`src/rtl/axi4_lite_pkg.sv`:
```
// Shared AXI4-Lite definitions: response codes, default bus widths and
// small elaboration-time helpers used by the register bank and its decoder.
package axi4_lite_pkg;

  typedef enum logic [1:0] {
    OKAY   = 2'b00,
    EXOKAY = 2'b01,
    SLVERR = 2'b10,
    DECERR = 2'b11
  } axi4_resp_t;

  localparam int unsigned AXI_ADDR_WIDTH = 32;
  localparam int unsigned AXI_DATA_WIDTH = 32;

  // Byte-offset bits below the word index.
  function automatic int unsigned addr_lsb(input int unsigned data_width);
    return $clog2(data_width / 8);
  endfunction

  function automatic int unsigned reg_index_width(input int unsigned num_regs);
    return (num_regs > 1) ? $clog2(num_regs) : 1;
  endfunction

endpackage

```
`src/rtl/axi4_lite_reg_decoder.sv`:
```
// Address decode for the register bank: word index, range check and
// read-only lookup. Purely combinational; one instance per AXI path.
module axi4_lite_reg_decoder
  import axi4_lite_pkg::*;
#(
  parameter int unsigned ADDR_BIT_WIDTH = AXI_ADDR_WIDTH,
  parameter int unsigned DATA_BIT_WIDTH = AXI_DATA_WIDTH,
  parameter int unsigned NUM_REGS = 8,
  parameter logic [NUM_REGS-1:0] RO_MASK = '0,
  localparam int unsigned IDX_W = reg_index_width(NUM_REGS)
) (
  input  logic [ADDR_BIT_WIDTH-1:0] addr,
  output logic [IDX_W-1:0]          index,
  output logic                      in_range,
  output logic                      read_only
);

  localparam int unsigned ADDR_LSB = addr_lsb(DATA_BIT_WIDTH);

  logic [ADDR_BIT_WIDTH-1:0] word_addr;

  // The full shifted address is range-checked so any set upper bit decodes out.
  always_comb begin
    word_addr = addr >> ADDR_LSB;
    in_range  = (word_addr < ADDR_BIT_WIDTH'(NUM_REGS));
    index     = word_addr[IDX_W-1:0];
    read_only = 1'b0;
    for (int unsigned k = 0; k < NUM_REGS; k++) begin
      if (in_range && (index == IDX_W'(k))) read_only = RO_MASK[k];
    end
  end

endmodule

```
`src/rtl/axi4_lite_reg_bank.sv`:
```
// AXI4-Lite slave exposing NUM_REGS registers; RW registers are stored here,
// read-only registers return the live i_ro_vals slice captured at the AR handshake.
module axi4_lite_reg_bank
  import axi4_lite_pkg::*;
#(
  parameter int unsigned ADDR_BIT_WIDTH = AXI_ADDR_WIDTH,
  parameter int unsigned DATA_BIT_WIDTH = AXI_DATA_WIDTH,
  parameter int unsigned NUM_REGS = 8,
  parameter logic [NUM_REGS-1:0] RO_MASK = '0
) (
  input  logic                                i_clk,
  input  logic                                i_rst,
  input  logic [ADDR_BIT_WIDTH-1:0]           s_axi_awaddr,
  input  logic                                s_axi_awvalid,
  output logic                                s_axi_awready,
  input  logic [DATA_BIT_WIDTH-1:0]           s_axi_wdata,
  input  logic [DATA_BIT_WIDTH/8-1:0]         s_axi_wstrb,
  input  logic                                s_axi_wvalid,
  output logic                                s_axi_wready,
  output logic [1:0]                          s_axi_bresp,
  output logic                                s_axi_bvalid,
  input  logic                                s_axi_bready,
  input  logic [ADDR_BIT_WIDTH-1:0]           s_axi_araddr,
  input  logic                                s_axi_arvalid,
  output logic                                s_axi_arready,
  output logic [DATA_BIT_WIDTH-1:0]           s_axi_rdata,
  output logic [1:0]                          s_axi_rresp,
  output logic                                s_axi_rvalid,
  input  logic                                s_axi_rready,
  output logic [NUM_REGS*DATA_BIT_WIDTH-1:0]  o_reg_vals,
  input  logic [NUM_REGS*DATA_BIT_WIDTH-1:0]  i_ro_vals
);

  localparam int unsigned STRB_W = DATA_BIT_WIDTH / 8;
  localparam int unsigned IDX_W  = reg_index_width(NUM_REGS);

  typedef enum logic {W_IDLE, W_RESP} w_state_t;
  typedef enum logic {R_IDLE, R_RESP} r_state_t;

  logic [DATA_BIT_WIDTH-1:0] regs    [NUM_REGS];
  logic [DATA_BIT_WIDTH-1:0] ro_vals [NUM_REGS];

  // Write path state
  w_state_t                  w_state;
  logic                      aw_done;
  logic                      w_done;
  logic [ADDR_BIT_WIDTH-1:0] aw_addr_q;
  logic [DATA_BIT_WIDTH-1:0] w_data_q;
  logic [STRB_W-1:0]         w_strb_q;
  axi4_resp_t                bresp_q;
  logic                      bvalid_q;

  logic                      aw_hs;
  logic                      w_hs;
  logic                      wr_fire;
  logic [ADDR_BIT_WIDTH-1:0] wr_addr;
  logic [DATA_BIT_WIDTH-1:0] wr_data;
  logic [STRB_W-1:0]         wr_strb;
  logic [IDX_W-1:0]          wr_idx;
  logic                      wr_in_range;
  logic                      wr_ro;

  // Read path state
  r_state_t                  r_state;
  axi4_resp_t                rresp_q;
  logic                      rvalid_q;
  logic [DATA_BIT_WIDTH-1:0] rdata_q;

  logic [IDX_W-1:0]          rd_idx;
  logic                      rd_in_range;
  logic                      rd_ro;

  for (genvar k = 0; k < NUM_REGS; k++) begin : g_slices
    assign o_reg_vals[k*DATA_BIT_WIDTH +: DATA_BIT_WIDTH] = regs[k];
    assign ro_vals[k] = i_ro_vals[k*DATA_BIT_WIDTH +: DATA_BIT_WIDTH];
  end

  assign s_axi_awready = (w_state == W_IDLE) && !aw_done;
  assign s_axi_wready  = (w_state == W_IDLE) && !w_done;
  assign s_axi_bvalid  = bvalid_q;
  assign s_axi_bresp   = bresp_q;

  assign s_axi_arready = (r_state == R_IDLE);
  assign s_axi_rvalid  = rvalid_q;
  assign s_axi_rresp   = rresp_q;
  assign s_axi_rdata   = rdata_q;

  assign aw_hs = s_axi_awvalid && s_axi_awready;
  assign w_hs  = s_axi_wvalid && s_axi_wready;

  // Commit in the cycle of the later handshake, using the live channel
  // when it has not been captured yet, so bvalid follows one cycle later.
  assign wr_fire = (w_state == W_IDLE) && (aw_done || aw_hs) && (w_done || w_hs);
  assign wr_addr = aw_done ? aw_addr_q : s_axi_awaddr;
  assign wr_data = w_done ? w_data_q : s_axi_wdata;
  assign wr_strb = w_done ? w_strb_q : s_axi_wstrb;

  axi4_lite_reg_decoder #(
    .ADDR_BIT_WIDTH (ADDR_BIT_WIDTH),
    .DATA_BIT_WIDTH (DATA_BIT_WIDTH),
    .NUM_REGS       (NUM_REGS),
    .RO_MASK        (RO_MASK)
  ) u_wr_decoder (
    .addr      (wr_addr),
    .index     (wr_idx),
    .in_range  (wr_in_range),
    .read_only (wr_ro)
  );

  axi4_lite_reg_decoder #(
    .ADDR_BIT_WIDTH (ADDR_BIT_WIDTH),
    .DATA_BIT_WIDTH (DATA_BIT_WIDTH),
    .NUM_REGS       (NUM_REGS),
    .RO_MASK        (RO_MASK)
  ) u_rd_decoder (
    .addr      (s_axi_araddr),
    .index     (rd_idx),
    .in_range  (rd_in_range),
    .read_only (rd_ro)
  );

  always_ff @(posedge i_clk or posedge i_rst) begin
    if (i_rst) begin
      w_state   <= W_IDLE;
      aw_done   <= 1'b0;
      w_done    <= 1'b0;
      aw_addr_q <= '0;
      w_data_q  <= '0;
      w_strb_q  <= '0;
      bresp_q   <= OKAY;
      bvalid_q  <= 1'b0;
      for (int unsigned k = 0; k < NUM_REGS; k++) regs[k] <= '0;
    end else begin
      case (w_state)
        W_IDLE: begin
          if (wr_fire) begin
            if (wr_in_range && !wr_ro) begin
              for (int unsigned b = 0; b < STRB_W; b++) begin
                if (wr_strb[b]) regs[wr_idx][8*b +: 8] <= wr_data[8*b +: 8];
              end
            end
            bresp_q  <= !wr_in_range ? DECERR : (wr_ro ? SLVERR : OKAY);
            bvalid_q <= 1'b1;
            aw_done  <= 1'b1;
            w_done   <= 1'b1;
            w_state  <= W_RESP;
          end else begin
            if (aw_hs) begin
              aw_done   <= 1'b1;
              aw_addr_q <= s_axi_awaddr;
            end
            if (w_hs) begin
              w_done   <= 1'b1;
              w_data_q <= s_axi_wdata;
              w_strb_q <= s_axi_wstrb;
            end
          end
        end
        W_RESP: begin
          if (s_axi_bready) begin
            bvalid_q <= 1'b0;
            aw_done  <= 1'b0;
            w_done   <= 1'b0;
            w_state  <= W_IDLE;
          end
        end
      endcase
    end
  end

  // Reads sample regs before this edge's write lands, so a same-cycle
  // read of a register being written returns the old contents.
  always_ff @(posedge i_clk or posedge i_rst) begin
    if (i_rst) begin
      r_state  <= R_IDLE;
      rresp_q  <= OKAY;
      rvalid_q <= 1'b0;
      rdata_q  <= '0;
    end else begin
      case (r_state)
        R_IDLE: begin
          if (s_axi_arvalid) begin
            if (!rd_in_range) begin
              rdata_q <= '0;
              rresp_q <= DECERR;
            end else if (rd_ro) begin
              rdata_q <= ro_vals[rd_idx];
              rresp_q <= OKAY;
            end else begin
              rdata_q <= regs[rd_idx];
              rresp_q <= OKAY;
            end
            rvalid_q <= 1'b1;
            r_state  <= R_RESP;
          end
        end
        R_RESP: begin
          if (s_axi_rready) begin
            rvalid_q <= 1'b0;
            r_state  <= R_IDLE;
          end
        end
      endcase
    end
  end

endmodule
```
`config.mk`:
```
export PLATFORM = sky130hd
export DESIGN_NAME = axi4_lite_reg_bank
export DESIGN_NICKNAME = d
export VERILOG_FILES = /design/src/rtl/axi4_lite_pkg.sv /design/src/rtl/axi4_lite_reg_decoder.sv /design/src/rtl/axi4_lite_reg_bank.sv
export SDC_FILE = /design/constraint.sdc
export NUM_CORES = 1
export LEC_CHECK = 0
export BUFFER_PORTS_ARGS = -buffer_cell sky130_fd_sc_hd__buf_2
export CORE_AREA = 5 5 252 254
export CTS_BUF_LIST = sky130_fd_sc_hd__clkbuf_16
export DETAILED_ROUTE_END_ITERATION = 8
export DIE_AREA = 0 0 257 259
export GPL_ROUTABILITY_DRIVEN = 0
export GPL_TIMING_DRIVEN = 0
export HOLD_SLACK_MARGIN = 0.08
export SYNTH_ARGS = -nofsm -noshare
export SYNTH_HDL_FRONTEND = slang
export SYNTH_SLANG_ARGS = --single-unit
```
`constraint.sdc`:
```
create_clock -name i_clk -period 20.2 [get_ports i_clk]
set_input_delay 1.01 -clock i_clk [delete_from_list [all_inputs] [get_ports i_clk]]
set_output_delay 1.01 -clock i_clk [all_outputs]
set_load 0.01 [all_outputs]
```
# Word level (Yosys, flattened, before mapping)

Cells that the tools add are included.

Register bits: 366
Memory bits (writable): 0
Memory bits (read-only): 0
Output and inout port bits: 297
Bits in latches: 0
Memories: 0

Eq/ne operators: 6
Shift-type cells: 0
Divide/modulo/power cells: 0
Add/sub/neg operators: 0
Bitwise operators: 5
$mul: 0
Reductions and logical operators: 20
Multiplexer cells: 52
$lt $le $gt $ge: 5

Operator list:

| kind                                                                          | count |
|---|---|
| 256-bit two-way mux                                                           | 13 |
| 256-bit bitwise mux                                                           | 4 |
| 32-bit demux with 3-bit select                                                | 4 |
| 32-bit two-way mux                                                            | 6 |
| 32-bit binary-select mux with 3-bit select                                    | 1 |
| 30-bit by 4-bit less-than comparator with 1-bit output, second input constant | 2 |
| 24-bit two-way mux                                                            | 1 |
| 16-bit two-way mux                                                            | 1 |
| 1-bit two-way mux                                                             | 12 |
| 1-bit case mux with 2 select lines                                            | 6 |
| 2-bit AND reduction                                                           | 6 |
| 3-bit AND reduction                                                           | 3 |
| 4-bit >= comparator, second input constant                                    | 2 |
| 8-bit two-way mux                                                             | 1 |
| 2-bit != test, second input constant                                          | 4 |
| 3-bit NOT with 4-bit output                                                   | 2 |
| 1-bit logical AND                                                             | 7 |
| 3-bit != test, second input constant                                          | 2 |
| 4-bit by 1-bit less-than comparator with 1-bit output, second input constant  | 1 |
| 2-bit two-way mux                                                             | 2 |
| 4-bit two-way mux                                                             | 1 |
| 1-bit NOT                                                                     | 3 |
| 1-bit zero test                                                               | 2 |
| 1-bit logical OR                                                              | 2 |

# Depth between registers and ports, before layout

Depth in word-level cells: 23
Mapped depth: 7

# By module

Synthesis repeated with hierarchy kept, for this count alone.

Cell total of the unflattened synthesis: 1288
Area total of the unflattened synthesis: 18620.4 um^2

By module, submodules not included:

| module                | cells an instance | area an instance (um^2) | seq. area each (um^2) | times used |
|---|---|---|---|---|
| axi4_lite_reg_bank    | 1258              | 18425.2                 | 9133.8                | 1 |
| axi4_lite_reg_decoder | 15                | 97.6                    | 0.0                   | 2 |

# Worst setup path before layout

No wires, ideal clock.

Kind: in2reg
From: in s_axi_awaddr[27]
To: reg regs (netlist bit o_reg_vals[192])
Arrival: 2596 ps
Setup slack: 17479 ps
Stages: 6
Data required time: 20075 ps
Path through: nor4_1 nand3_1 a221oi_4 clkbuf_8 nand3_4 mux2_4

Longest elaborated chain between the ends: 3

RTL lines:

| element                                                | RTL line                    | RTL |
|---|---|---|
| start: declaration                                     | axi4_lite_reg_bank.sv:13    | `input logic [ADDR_BIT_WIDTH-1:0] s_axi_awaddr,` |
| 32-bit two-way mux                                     | axi4_lite_reg_bank.sv:94    | `assign wr_addr = aw_done ? aw_addr_q : s_axi_awaddr;` |
| 30-bit by 4-bit less-than comparator with 1-bit output | axi4_lite_reg_decoder.sv:25 | `in_range = (word_addr < ADDR_BIT_WIDTH'(NUM_REGS));` |
| 3-bit AND reduction (no source line)                   | n/a                         |  |
| end signal: indexed assignment                         | axi4_lite_reg_bank.sv:139   | `if (wr_strb[b]) regs[wr_idx][8*b +: 8] <= wr_data[8*b +: 8];` |
| end: declaration                                       | axi4_lite_reg_bank.sv:40    | `logic [DATA_BIT_WIDTH-1:0] regs [NUM_REGS];` |

No other way between the ends.
A chain may end at the register's enable or synchronous reset.

# Worst setup path after layout

From: reg w_done
To: out s_axi_wready

Longest elaborated chain between the ends: 2

RTL lines:

| element                  | RTL line                  | RTL |
|---|---|---|
| start: declaration       | axi4_lite_reg_bank.sv:46  | `logic w_done;` |
| start signal: assignment | axi4_lite_reg_bank.sv:126 | `w_done <= 1'b0;` |
| start signal: assignment | axi4_lite_reg_bank.sv:145 | `w_done <= 1'b1;` |
| start signal: assignment | axi4_lite_reg_bank.sv:153 | `w_done <= 1'b1;` |
| 1-bit zero test          | axi4_lite_reg_bank.sv:79  | `assign s_axi_wready = (w_state == W_IDLE) && !w_done;` |
| 1-bit logical AND        | axi4_lite_reg_bank.sv:79  |  |
| end: declaration         | axi4_lite_reg_bank.sv:19  | `output logic s_axi_wready,` |

No other way between the ends.

==> impl_metrics.toml <==
[status]
outcome = "complete, no violations"

[synth]
synth.area.top_cells = "dfrtp_1 54%, mux2_2 22%, mux4_2 8.6%"
postSynthCellCount = 1072
ys_seq_area_share_pct = 54.2
synth_area_leader_cell = "dfrtp_1"
ys_warn_count = 0
synthMuxAreaShare_pct = 35.5
yosysTopAreaCellShare_pct = 54.2
ys_ff_latch = 362
synth_compound_area_share_pct = 2.03
yosys_most_used_dff = "dfrtp_1"
synth_top_family_by_area = "multiplexers"
avgSynthCellArea_um2 = 15.6
synth_xor_area_share_pct = 0
synthSimpleGateAreaFrac_pct = 6.65
syn-num-nets = 1435
synth_cell_type_count = 44
syn_area_um2 = 16700
synth-edff-count = 0
postSynth.asyncResetShare_pct = 100
synthAdderAreaFrac_pct = 0

[floorplan]
rows = 91
die-area_um2 = 66600
core_um2 = 61000
ios = 660
die_width_um = 257
die_h_um = 259
initial_core_util_pct = 27.4

[pwr]
power_frac_seq_pct = 42.5
p_int_mw = 1.39
p_sw_share_pct = 29.8
clockPowerShare_pct = 38.1
switchingPower_mw = 0.588
leakage_nw = 10.8
power_density_nw_per_um2 = 93.3
power_frac_comb_pct = 19.4
peakVddDrop_v = 0.0000713

[clock_network]
cts_tree = "built"
cts_setup_buffers = 0
post_cts_resized = 0
root_buffer = "clkbuf_16"
path_clk_slew_ps = 60
cts.sinks = 362
cts_hold_buffers = 0
clock_latency_ps = 570
clockBufferDepth = 3
cts.htree.levels = 2
cts_buffers = 43

[sta]
min_period_ps = 3340
fin_skew_ps = 31.3
fin_tns_setup_ps = 0
tightest_slew_ps = 1160
setup_violations = 0
max_freq_ghz = 0.300
finalHoldViolCount = 0
rsz0062_at_grt = "false"
fin_crit_sh_pct = 16.5
slew_headroom_pct = 22.6
drv_slew = 0

[min_path]
min_path_type = "reg -> reg"
hold_start = "r_state"
holdPathStages = 1
min_to = "s_axi_rvalid"

[setup_path]
required_ps = 19190
max_stage_delay_ps = 720
crit-reg2reg-capture = "w_data_q[24]"
r2r-start = "aw_done"
crit_chain = "buf_2, buf_1, nor2_1, buf_2"
reg2reg_depth = 6
crit_slowest_cell = "buf_1"
path_max_fanout = 10
endpoint_kind = "output port"
arrival_ps = 2330
crit_type = "reg -> out"
critPathMostFrequentCell = "buf_2"
r2r_slack_ps = 17430
cp-start-kind = "flop"

[detailed_routing]
drt.antenna.violating_nets = 0
drtPass1Iterations = 4
num_vias = 11300
wl_um = 58800
drc = 0
viasPerCell = 4.84
post_drt_wl_per_cell_um = 25.1
drtIter0Drc = 559

[placement]
io_buffers = 396
dp_hpwl_um = 43800

[flow_run]
max_cap_violations = 0

[grt]
grt_pass1_vias = 12300
grt_antenna_before_repair = 23
grt_first_pass_wirelength_um = 85800
grt_overflow_total = 0
grt_max_degree = 114
grt_use_total_pct = 17.2

[finish]
syn2layout_area_growth_pct = 26.5
final_core_util_pct = 34.7
drive_gt1_share_pct = 60.6
final_net_count = 1879
[stage by stage]
step	setup WS (ps)	std cells	total power, mW	hold slack [ps]	cell area, um^2
after floorplan	9140	1072	1.10	423	16700
after global routing	16720	2342	2.07	484	21100
after CTS	16760	2340	2.01	458	21100
after global placement	4940	2258	1.22	447	19700
after detailed placement	16710	2261	1.24	451	19800
final	16860	2343	1.97	460	21100
[power by group through the flow]
stage	registers [mW]	logic [mW]	clock network (mW)
finish	0.838	0.383	0.753
CTS	0.838	0.391	0.780
global route	0.847	0.420	0.807
floorplan	0.841	0.262	0
detailed placement	0.851	0.389	0
global placement	0.847	0.377	0
[worst max-delay path, delay by kind of cell (launching register included)]
kind | cells | cell delay (ps)
buf+inv | 3 | 1260
flops | 1 | 420
simple gates | 1 | 70
[per-layer routing]
metal  share of wire, %  up-vias  track usage, %
li1                   -     4921               -
met1                 43     5865            22.8
met2                 44      413            26.5
met3                 10      103            7.66
met4                1.8       30            3.41
met5               0.32        -               0
[how the worst max path moves through the flow]
| stage | start | to | slack, ps | cells past startpoint |
|---|---|---|---|---|
| 2_1_floorplan | i_rst | aw_addr_q[10] | 9140 | 1 |
| 3_3_place_gp | i_rst | o_reg_vals[212] | 4940 | 2 |
| 3_5_place_dp | s_axi_arvalid | s_axi_rdata[15] | 16710 | 5 |
| 4_1_cts | w_done | s_axi_wready | 16760 | 4 |
| 5_1_grt | w_done | s_axi_wready | 16720 | 4 |
| 6_report | w_done | s_axi_wready | 16860 | 4 |
[flip-flops by register name, summed over array words and instances, names as in the netlist, 4 cells and up]
name,flops
aw_addr_q,30
w_strb_q,4
w_data_q,32
s_axi_rdata,32
o_reg_vals,256
[logic make-up after synthesis]
| logic type | Yosys count |
|---|---|
| muxes | 456 |
| AOI/OAI and AO/OA | 54 |
| and+or+nand+nor | 151 |
| buffers and inverters | 49 |
| DFF | 362 |
[cell usage in the layout, fill, tap and decap left out, types with 3 or more instances in the layout]
master | synthesis | final
and3b_1 | 3 | 3
clkinv_2 | 0 | 8
nor4_1 | 14 | 14
nor3_1 | 6 | 6
buf_2 | 8 | 404
inv_1 | 6 | 13
diode_2 | 0 | 3
nand3_2 | 3 | 3
mux2i_1 | 33 | 33
nand3_1 | 6 | 6
bufinv_16 | 0 | 3
mux2_4 | 34 | 34
clkinv_1 | 0 | 9
clkbuf_1 | 21 | 21
mux2_2 | 324 | 324
mux4_2 | 64 | 64
nor2_1 | 38 | 38
dfrtp_1 | 362 | 362
nor3b_1 | 3 | 3
clkbuf_16 | 0 | 44
nand2_1 | 38 | 38
buf_1 | 6 | 6
o21ai_0 | 37 | 37
nand3_4 | 29 | 29
o21ai_1 | 5 | 5
buf_16 | 0 | 3
buf_6 | 3 | 3
inv_6 | 0 | 3
a21o_1 | 3 | 3
[area by class of cell]
cell class,count,area [um^2]
flip-flops and latches,362,9060
diodes,3,7.51
plain buffers,43,244
inverters,6,30.0
fillers,6027,39900
well taps,790,988
repair buffers,399,2060
clock buffers,44,1100
multi-input cells,661,7390
clock inverters,35,262
[synth_stat cells (all sizes together), types with 6 or more instances]
library cell    n
buf            21
clkbuf         22
dfrtp         362
inv             6
mux2          359
mux2i          33
mux4           64
nand2          39
nand3          38
nor2           38
nor3            6
nor4           15
o21ai          42
No activity file was read; power rests on OpenSTA's default activity.
